File: config.mk
export PLATFORM = sky130hd
export DESIGN_NAME = reg_read_packetiser
export DESIGN_NICKNAME = d
export VERILOG_FILES = /design/src/rtl/reg_read_packetiser.sv
export SDC_FILE = /design/constraint.sdc
export NUM_CORES = 1
export LEC_CHECK = 0
export ABC_CLOCK_PERIOD_IN_PS = 1900
export CELL_PAD_IN_SITES_DETAIL_PLACEMENT = 0
export CELL_PAD_IN_SITES_GLOBAL_PLACEMENT = 2
export CORE_UTILIZATION = 25
export CTS_BUF_LIST = sky130_fd_sc_hd__clkbuf_16
export CTS_CLUSTER_DIAMETER = 100
export DETAILED_ROUTE_END_ITERATION = 8
export PLACE_DENSITY = 0.9
export SLEW_MARGIN = 10
export SYNTH_ARGS = -nofsm -noshare
export SYNTH_HDL_FRONTEND = slang
export SYNTH_SLANG_ARGS = --single-unit
File: constraint.sdc
create_clock -name ipClk -period 1.9 [get_ports ipClk]
set_input_delay 0.38 -clock ipClk [delete_from_list [all_inputs] [get_ports ipClk]]
set_output_delay 0.38 -clock ipClk [all_outputs]
set_load 0.01 [all_outputs]
File: src/rtl/reg_read_packetiser.sv
// Serialises one register read response (address + data) into a framed
// byte stream for the UART transmitter: address beat first, then data LSB first.
module reg_read_packetiser #(
    parameter logic [7:0]  SOURCE      = 8'h01,
    parameter logic [7:0]  DESTINATION = 8'h00,
    parameter int unsigned DATA_BYTES  = 4
) (
    input  logic        ipClk,
    input  logic        ipReset,
    input  logic        ipRdValid,
    input  logic [7:0]  ipRdAddress,
    input  logic [31:0] ipRdData,
    output logic        opRdReady,
    output logic        opTxValid,
    output logic        opTxSoP,
    output logic        opTxEoP,
    output logic [7:0]  opTxLength,
    output logic [7:0]  opTxData,
    output logic [7:0]  opTxSource,
    output logic [7:0]  opTxDestination,
    input  logic        ipTxReady
);

    localparam int unsigned BEAT_W    = 3;
    localparam logic [BEAT_W-1:0] LAST_BEAT = BEAT_W'(DATA_BYTES);
    localparam logic [7:0]        PKT_LEN   = 8'(DATA_BYTES + 1);

    typedef enum logic {
        IDLE = 1'b0,
        SEND = 1'b1
    } state_t;

    state_t             state_q, state_d;
    logic [BEAT_W-1:0]  beat_q,  beat_d;
    logic [31:0]        rdata_q, rdata_d;
    logic               valid_q, valid_d;
    logic               sop_q,   sop_d;
    logic               eop_q,   eop_d;
    logic [7:0]         len_q,   len_d;
    logic [7:0]         data_q,  data_d;

    // Next-state and next-beat content; the address is loaded straight into
    // the output data register on accept, so only the read data is kept.
    always_comb begin
        state_d = state_q;
        beat_d  = beat_q;
        rdata_d = rdata_q;
        valid_d = valid_q;
        sop_d   = sop_q;
        eop_d   = eop_q;
        len_d   = len_q;
        data_d  = data_q;
        case (state_q)
            IDLE: begin
                if (ipRdValid) begin
                    state_d = SEND;
                    beat_d  = '0;
                    rdata_d = ipRdData;
                    valid_d = 1'b1;
                    sop_d   = 1'b1;
                    eop_d   = 1'b0;
                    len_d   = PKT_LEN;
                    data_d  = ipRdAddress;
                end
            end
            SEND: begin
                if (valid_q && ipTxReady) begin
                    if (beat_q == LAST_BEAT) begin
                        state_d = IDLE;
                        valid_d = 1'b0;
                        sop_d   = 1'b0;
                        eop_d   = 1'b0;
                    end else begin
                        // Beat k+1 carries data byte k
                        beat_d  = beat_q + 3'd1;
                        sop_d   = 1'b0;
                        eop_d   = ((beat_q + 3'd1) == LAST_BEAT);
                        data_d  = 8'(rdata_q >> {beat_q, 3'b000});
                    end
                end
            end
            default: state_d = IDLE;
        endcase
    end

    always_ff @(posedge ipClk) begin
        if (!ipReset) begin
            state_q <= IDLE;
            beat_q  <= '0;
            rdata_q <= '0;
            valid_q <= 1'b0;
            sop_q   <= 1'b0;
            eop_q   <= 1'b0;
            len_q   <= '0;
            data_q  <= '0;
        end else begin
            state_q <= state_d;
            beat_q  <= beat_d;
            rdata_q <= rdata_d;
            valid_q <= valid_d;
            sop_q   <= sop_d;
            eop_q   <= eop_d;
            len_q   <= len_d;
            data_q  <= data_d;
        end
    end

    assign opRdReady       = (state_q == IDLE) && ipReset;
    assign opTxValid       = valid_q;
    assign opTxSoP         = sop_q;
    assign opTxEoP         = eop_q;
    assign opTxLength      = len_q;
    assign opTxData        = data_q;
    assign opTxSource      = SOURCE;
    assign opTxDestination = DESTINATION;

endmodule

==> impl_metrics.csv, run 1 <==
group,metric,value,unit
logic_synthesis,synth_top_family_by_area,"compound AO/OA/AOI/OAI gates",
critical_path,critical_path_arrival,1.39,ns
critical_path,r2r_setup_slack,0.32,ns
critical_path,worstPathRequired,1.52,ns
worst_hold_path,hold_crit_path_type,"reg2reg",
clock_tree,worst_setup_hold_path_clk_slew,0.06,ns
power,power.share.switching,0.239,
timing,summed_negative_setup_slack_over_all_endpoints,0,ns
routing,drt_first_pass_iters,6,
power,seqPwrFrac,0.479,
floorplan,design.portCount,80,
placed_design,io_buffers,57,
floorplan,rows,34,
critical_path,critPathLaunchType,"input pin",
critical_path,crit_slowest_cell,"sky130_fd_sc_hd__clkdlybuf4s50_1",
placed_design,gp_congestion,0.824,
clock_tree,count_of_instances_resized_after_the_clock_tree_is_built,1,
logic_synthesis,seq_area_frac_synth,0.414,
power,share_clk_of_total_power,0.349,
logic_synthesis,synth.top_cells.by_count,"66 x sky130_fd_sc_hd__nand2_1, 48 x sky130_fd_sc_hd__dfxtp_1, 39 x sky130_fd_sc_hd__a21oi_1",
critical_path,worstSetupPathType,"in2out",
power,combPwrFrac,0.172,
finish,diodes_inserted,0,
outcome,violations_in_the_final_reports,"design-rule violations",
finish,nets,383,
critical_path,critPathTopFamily,"buffers and inverters",
logic_synthesis,yosysTopAreaCell,"sky130_fd_sc_hd__dfxtp_1",
critical_path,max_stage_delay,0.51,ns
placed_design,dpl-instance-area,2900,µm²
power,switchingPower,0.000550,W
routing,routed_via_density,4.39,
clock_tree,cts_hold_buffers,0,
clock_tree,htree_num_levels,2,
logic_synthesis,synth.mux.area_fraction,0.0690,
finish,n_fill_cell,946,
grt,first_pass_grt_wire_length,8750,µm
power,total_power,0.00230,W
clock_tree,cts_tree,"yes",
floorplan,start_util,0.262,
routing,detailedRoute.firstIterationViolations,144,
finish,final_util,0.343,
timing,fin_worst_skew,0.00546,ns
timing,final-max-slew-violation-count,0,
floorplan,fp.dieArea,9670,µm²
floorplan,fp.coreArea,8850,µm²
logic_synthesis,synth_seq_cells,48,
routing,drt-wirelength-per-cell,12.1,µm
logic_synthesis,synth_most_common_cell,"sky130_fd_sc_hd__nand2_1",
power,p_leak,1.18,nW
logic_synthesis,synth.lib_cells_used.distinct,29,
logic_synthesis,post_synth_main_area_contributors,"sky130_fd_sc_hd__dfxtp_1 41%, sky130_fd_sc_hd__nand2_1 11%, sky130_fd_sc_hd__buf_4 8.7%",
clock_tree,cts-buffers-inserted,5,
floorplan,die_width,98.4,µm
routing,detail-route-antenna-nets,0,
job,maxCapViolCount,0,
logic_synthesis,synthDominantCellAreaShare,0.414,
timing,max_freq,0.565,GHz
grt,grt_pass1_vias,1846,
timing,hold_violation_total_from_the_final_report,0,
critical_path,crit_path_cell_trace,"clkdlybuf4s50_1 -> inv_1 -> nor2_1 -> dlygate4sd2_1",
timing,worst_hold_slack,0.455,ns
logic_synthesis,synth-async-reset-ratio,0,
power,power_per_cell_area,759,nW/µm²
logic_synthesis,post_synth_inst_count,285,
finish,final_layout_size_suffix_gt1_frac,0.0565,
power,worst_ir_drop_vdd,0.422,mV
power,internal_power,0.00175,W
logic_synthesis,synth-compound-area-share,0.191,
timing,finalCriticalPeriod,1.77,ns
clock_tree,cts_buffer_depth,2,
finish,final_instance_area,3030,µm²
routing,route.final.wire_length,5390,µm
critical_path,critPathMaxFanout,2,
logic_synthesis,synth_xor_area_frac,0,
routing,remaining_drc_errors,6,
logic_synthesis,synthAdderAreaFrac,0.0162,
clock_tree,clockRootBuffer,"sky130_fd_sc_hd__clkbuf_16",
clock_tree,worstSkewPairLatency,0.28,ns
routing,routed-via-count,1949,
timing,post-route-period-util,0.932,
grt,global_route.overflow_total,0,
logic_synthesis,post_synth_instance_area,2320,µm²
logic_synthesis,synth_ff_type,"sky130_fd_sc_hd__dfxtp_1",
logic_synthesis,synth_enable_flop_cells,0,
timing,finalSetupViolations,0,
grt,antenna_found_initial,0,
grt,maximum_number_of_pins_on_one_net_before_global_route_repair,41,
logic_synthesis,syn_area_per_cell,8.14,µm²
grt,grt_usage,0.115,
placed_design,dp_hpwl,4090,µm
clock_tree,post_cts_buffers,0,
logic_synthesis,synth-warning-count,0,
critical_path,setup.worst_path.end_class,"output port",
outcome,outcome,"finished with violations",
logic_synthesis,post_synth_and_or_nand_nor_area_fraction,0.158,
critical_path,crit_path_buf_inv_count,3,
clock_tree,tritoncts_num_sinks,48,
timing,grt_setup_unrepaired,"false",
finish,flow.area_growth_from_synthesis,30.7,%
floorplan,fp.dieH,98.4,µm
## worst paths after layout
path	startpoint	end	depth (start not counted)
setup / recovery	ipReset	opRdReady	4
hold / removal	rdata_q[1]	rdata_q[1]	2
setup reg to reg	state_q	opTxData[2]	4
hold reg to reg	rdata_q[1]	rdata_q[1]	2
## state kept, by name (all words and copies together) (netlist names)
| signal | cells |
|---|---|
| opTxData | 8 |
| rdata_q | 32 |
| state_q | 1 |
| opTxValid | 1 |
| opTxEoP | 1 |
| opTxLength | 1 |
| beat_q | 3 |
| opTxSoP | 1 |
## cell usage in the layout, fill, tap and decap left out, types with 2 or more instances in the layout
master	n
sky130_fd_sc_hd__clkdlybuf4s50_1	56
sky130_fd_sc_hd__ha_1	3
sky130_fd_sc_hd__dfxtp_1	48
sky130_fd_sc_hd__a211o_1	8
sky130_fd_sc_hd__clkbuf_16	5
sky130_fd_sc_hd__buf_4	10
sky130_fd_sc_hd__o21ai_0	2
sky130_fd_sc_hd__nand2_1	66
sky130_fd_sc_hd__mux2i_1	16
sky130_fd_sc_hd__o311a_1	8
sky130_fd_sc_hd__o211ai_1	3
sky130_fd_sc_hd__nor2_1	12
sky130_fd_sc_hd__conb_1	22
sky130_fd_sc_hd__nand3_1	4
sky130_fd_sc_hd__a21oi_1	39
sky130_fd_sc_hd__inv_1	13
sky130_fd_sc_hd__o22ai_1	8
## power groups by stage
stage / clock (W) / combinational [W] / sequential [W]
CTS: 0.000830 / 0.000400 / 0.00110
global placement: 0 / 0.000395 / 0.00113
global route: 0.000866 / 0.000436 / 0.00111
finish: 0.000803 / 0.000395 / 0.00110
floorplan: 0 / 0.000252 / 0.00112
detailed placement: 0 / 0.000400 / 0.00113
## cells by family after synthesis
family,after synthesis
compound gates,70
simple gates,90
flops,48
mux,16
buf+inv,56
fa+ha+maj,3
other cells,2
## per-stage QoR
step           worst slack (ns)  cells
6_report                  0.129    444
5_1_grt                  0.0494    444
4_1_cts                  0.0806    444
3_5_place_dp             -0.202    437
3_3_place_gp             -0.211    437
2_1_floorplan             0.161    305
## cell type report
type | instances | area [µm²] | area share
Clock buffer | 5 | 125 | 0.0413
Clock inverter | 2 | 8.76 | 0.00289
Inverter | 12 | 45.0 | 0.0149
Multi-Input combinational cell | 201 | 1090 | 0.361
Sequential cell | 48 | 961 | 0.317
Tap cell | 108 | 135 | 0.0446
Timing Repair Buffer | 68 | 664 | 0.219
## layer usage
metal,GRT usage,vias up,wire [µm]
li1,-,1018,-
met3,0.0208,5,234
met2,0.192,52,2660
met5,0,-,0
met1,0.149,874,2450
met4,0.0379,0,50
## tightest hold or removal path, cell delays in order, from the launching register on
cell and delay (ns):
sky130_fd_sc_hd__dfxtp_1 0.31, sky130_fd_sc_hd__nand2_1 0.05, sky130_fd_sc_hd__a21oi_1 0.05
Power figures use the tool's default switching activity.
==> run 2: changes to the inputs <==
- GPL_TIMING_DRIVEN: not set -> 0
==> impl_metrics.csv, run 2 (same netlist as run 1, synthesis figures left out) <==
group,metric,value,unit
routing,routed_via_density,4.37,
finish,most-common-layout-cells,"66 x sky130_fd_sc_hd__nand2_1, 55 x sky130_fd_sc_hd__clkdlybuf4s50_1, 48 x sky130_fd_sc_hd__dfxtp_1",
job,maxCapViolCount,0,
finish,largest_register_ffs,32,
clock_tree,worst_setup_hold_path_clk_slew,0.06,ns
routing,detail-route-antenna-nets,0,
power,switchingPower,0.000581,W
critical_path,worstSetupPathType,"reg2out",
finish,final_layout_size_suffix_gt1_frac,0.130,
finish,final_util,0.365,
worst_hold_path,hold_crit_path_type,"in2reg",
timing,final-max-slew-violation-count,0,
worst_hold_path,worstHoldPathCells,2,
placed_design,gp_congestion,0.795,
timing,hold_violation_total_from_the_final_report,0,
placed_design,io_buffers,56,
finish,n_fill_cell,974,
timing,max_slew_margin,0.641,
placed_design,dp_hpwl,4520,µm
power,internal_power,0.00179,W
critical_path,worst-r2r-cell-count,6,
grt,grt_pass1_vias,1993,
timing,tightest_slew,0.538,ns
finish,final_instance_area,3230,µm²
floorplan,fp.coreArea,8850,µm²
grt,grt_usage,0.124,
timing,summed_negative_setup_slack_over_all_endpoints,0,ns
routing,drt-wirelength-per-cell,12.4,µm
critical_path,setup.worst_path.end_class,"output port",
power,power.share.switching,0.245,
timing,finalSetupViolations,0,
finish,mostFrequentLayoutCell,"sky130_fd_sc_hd__nand2_1",
timing,post-route-period-util,0.919,
routing,met3RoutedLength,319,µm
clock_tree,clockRootBuffer,"sky130_fd_sc_hd__clkbuf_16",
clock_tree,tritoncts_num_sinks,48,
clock_tree,htree_num_levels,2,
timing,finalCriticalPeriod,1.75,ns
floorplan,start_util,0.262,
power,share_clk_of_total_power,0.348,
routing,drt_first_pass_iters,6,
grt,maximum_number_of_pins_on_one_net_before_global_route_repair,15,
clock_tree,cts_tree,"yes",
clock_tree,worstSkewPairLatency,0.28,ns
finish,nets,414,
power,worst_ir_drop_vdd,0.473,mV
floorplan,fp.dieH,98.4,µm
critical_path,critPathLaunchType,"register",
power,combPwrFrac,0.188,
finish,flow.area_growth_from_synthesis,39.1,%
placed_design,dpl-instance-area,3090,µm²
clock_tree,cts_hold_buffers,0,
clock_tree,cts_buffer_depth,2,
critical_path,worst_reg2reg_path_startpoint,"beat_q[0]",
critical_path,critPathMaxFanout,10,
critical_path,max_stage_delay,0.31,ns
critical_path,crit_slowest_cell,"sky130_fd_sc_hd__dfxtp_1",
routing,detail_route.wirelength.met1,2560,µm
routing,top_signal_layer_used,"met4",
finish,final-seq-area,961,µm²
grt,first_pass_grt_wire_length,9510,µm
clock_tree,cts-buffers-inserted,5,
timing,grt_setup_unrepaired,"false",
finish,total_area_of_multi_input_combinational_cells,1090,µm²
critical_path,r2r_setup_slack,0.19,ns
grt,antenna_found_initial,0,
outcome,violations_in_the_final_reports,"design-rule violations",
critical_path,crit_path_cell_trace,"buf_4 -> buf_2 -> nor2_1 -> dlygate4sd2_1",
power,seqPwrFrac,0.464,
floorplan,die_width,98.4,µm
floorplan,fp.dieArea,9670,µm²
critical_path,regToRegEndpoint,"opTxData[1]",
power,p_leak,1.32,nW
timing,max_freq,0.573,GHz
routing,met2_length,2970,µm
critical_path,critical_path_arrival,1.37,ns
critical_path,worstPathRequired,1.52,ns
power,power_per_cell_area,735,nW/µm²
worst_hold_path,hold_path_end,"opTxData[4]",
floorplan,rows,34,
finish,fin_cells,476,
floorplan,design.portCount,80,
timing,fin_worst_skew,0.00319,ns
finish,max_flop_register,"rdata_q",
worst_hold_path,min-delay-start,"ipReset",
routing,route.final.wire_length,5900,µm
routing,detailedRoute.firstIterationViolations,93,
finish,diodes_inserted,0,
grt,global_route.overflow_total,0,
outcome,outcome,"finished with violations",
routing,routed-via-count,2079,
placed_design,dpl.cell_count,469,
routing,remaining_drc_errors,5,
## run 2: cell type report
class	instances	area share
flip-flops and latches	48	0.298
clock inverters	3	0.00426
clock buffers	5	0.0387
inverters	12	0.0139
repair buffers	56	0.173
multi-input cells	201	0.338
plain buffers	43	0.0926
well taps	108	0.0418
## run 2: metal layers
| layer | up-vias | GRT usage |
|---|---|---|
| met3 | 4 | 0.0236 |
| li1 | 1081 | - |
| met1 | 936 | 0.155 |
| met5 | - | 0 |
| met2 | 58 | 0.219 |
| met4 | 0 | 0.0344 |
## run 2: how the worst max path moves through the flow
stage                     startpoint     endpoint  slack (ns)
after floorplan            beat_q[0]  opTxData[1]        0.16
after global placement       ipReset    opRdReady       -0.41
after detailed placement     ipReset    opRdReady       -0.41
after CTS                  beat_q[0]  opTxData[2]       0.006
after global routing         ipReset    opRdReady        0.03
final                        state_q    opRdReady        0.15
## run 2: power groups by stage
stage               combinational [W]  sequential [W]  clock, W
finish                       0.000447         0.00110  0.000825
detailed placement           0.000451         0.00112         0
global placement             0.000447         0.00112         0
floorplan                    0.000252         0.00112         0
global route                 0.000492         0.00111  0.000877
CTS                          0.000452         0.00110  0.000838
## run 2: what timing repair did
action / in CTS / in global routing
buffers inserted: 0 / 0
gates cloned: 0 / 0
resized for setup: 4 / 1
endpoints found under the setup margin: 11 / 13
## run 2: metrics by stage
step | power, W | hold slack [ns] | worst slack [ns]
final | 0.00237 | 0.449 | 0.155
after global routing | 0.00248 | 0.463 | 0.0343
after CTS | 0.00239 | 0.448 | 0.00594
after detailed placement | 0.00158 | 0.447 | -0.408
after global placement | 0.00157 | 0.442 | -0.414
after floorplan | 0.00138 | 0.436 | 0.161
## run 2: worst max-delay path: cells and delay by family, from the launching register on
family	cells	cell delay [ns]
buf+inv	3	0.69
flops	1	0.31
simple gates	1	0.09
==> run 3: changes to the inputs <==
- GPL_TIMING_DRIVEN: 0 -> not set
==> results of run 3 <==
Final layout, timing and power as in run 1 (identical DEF).
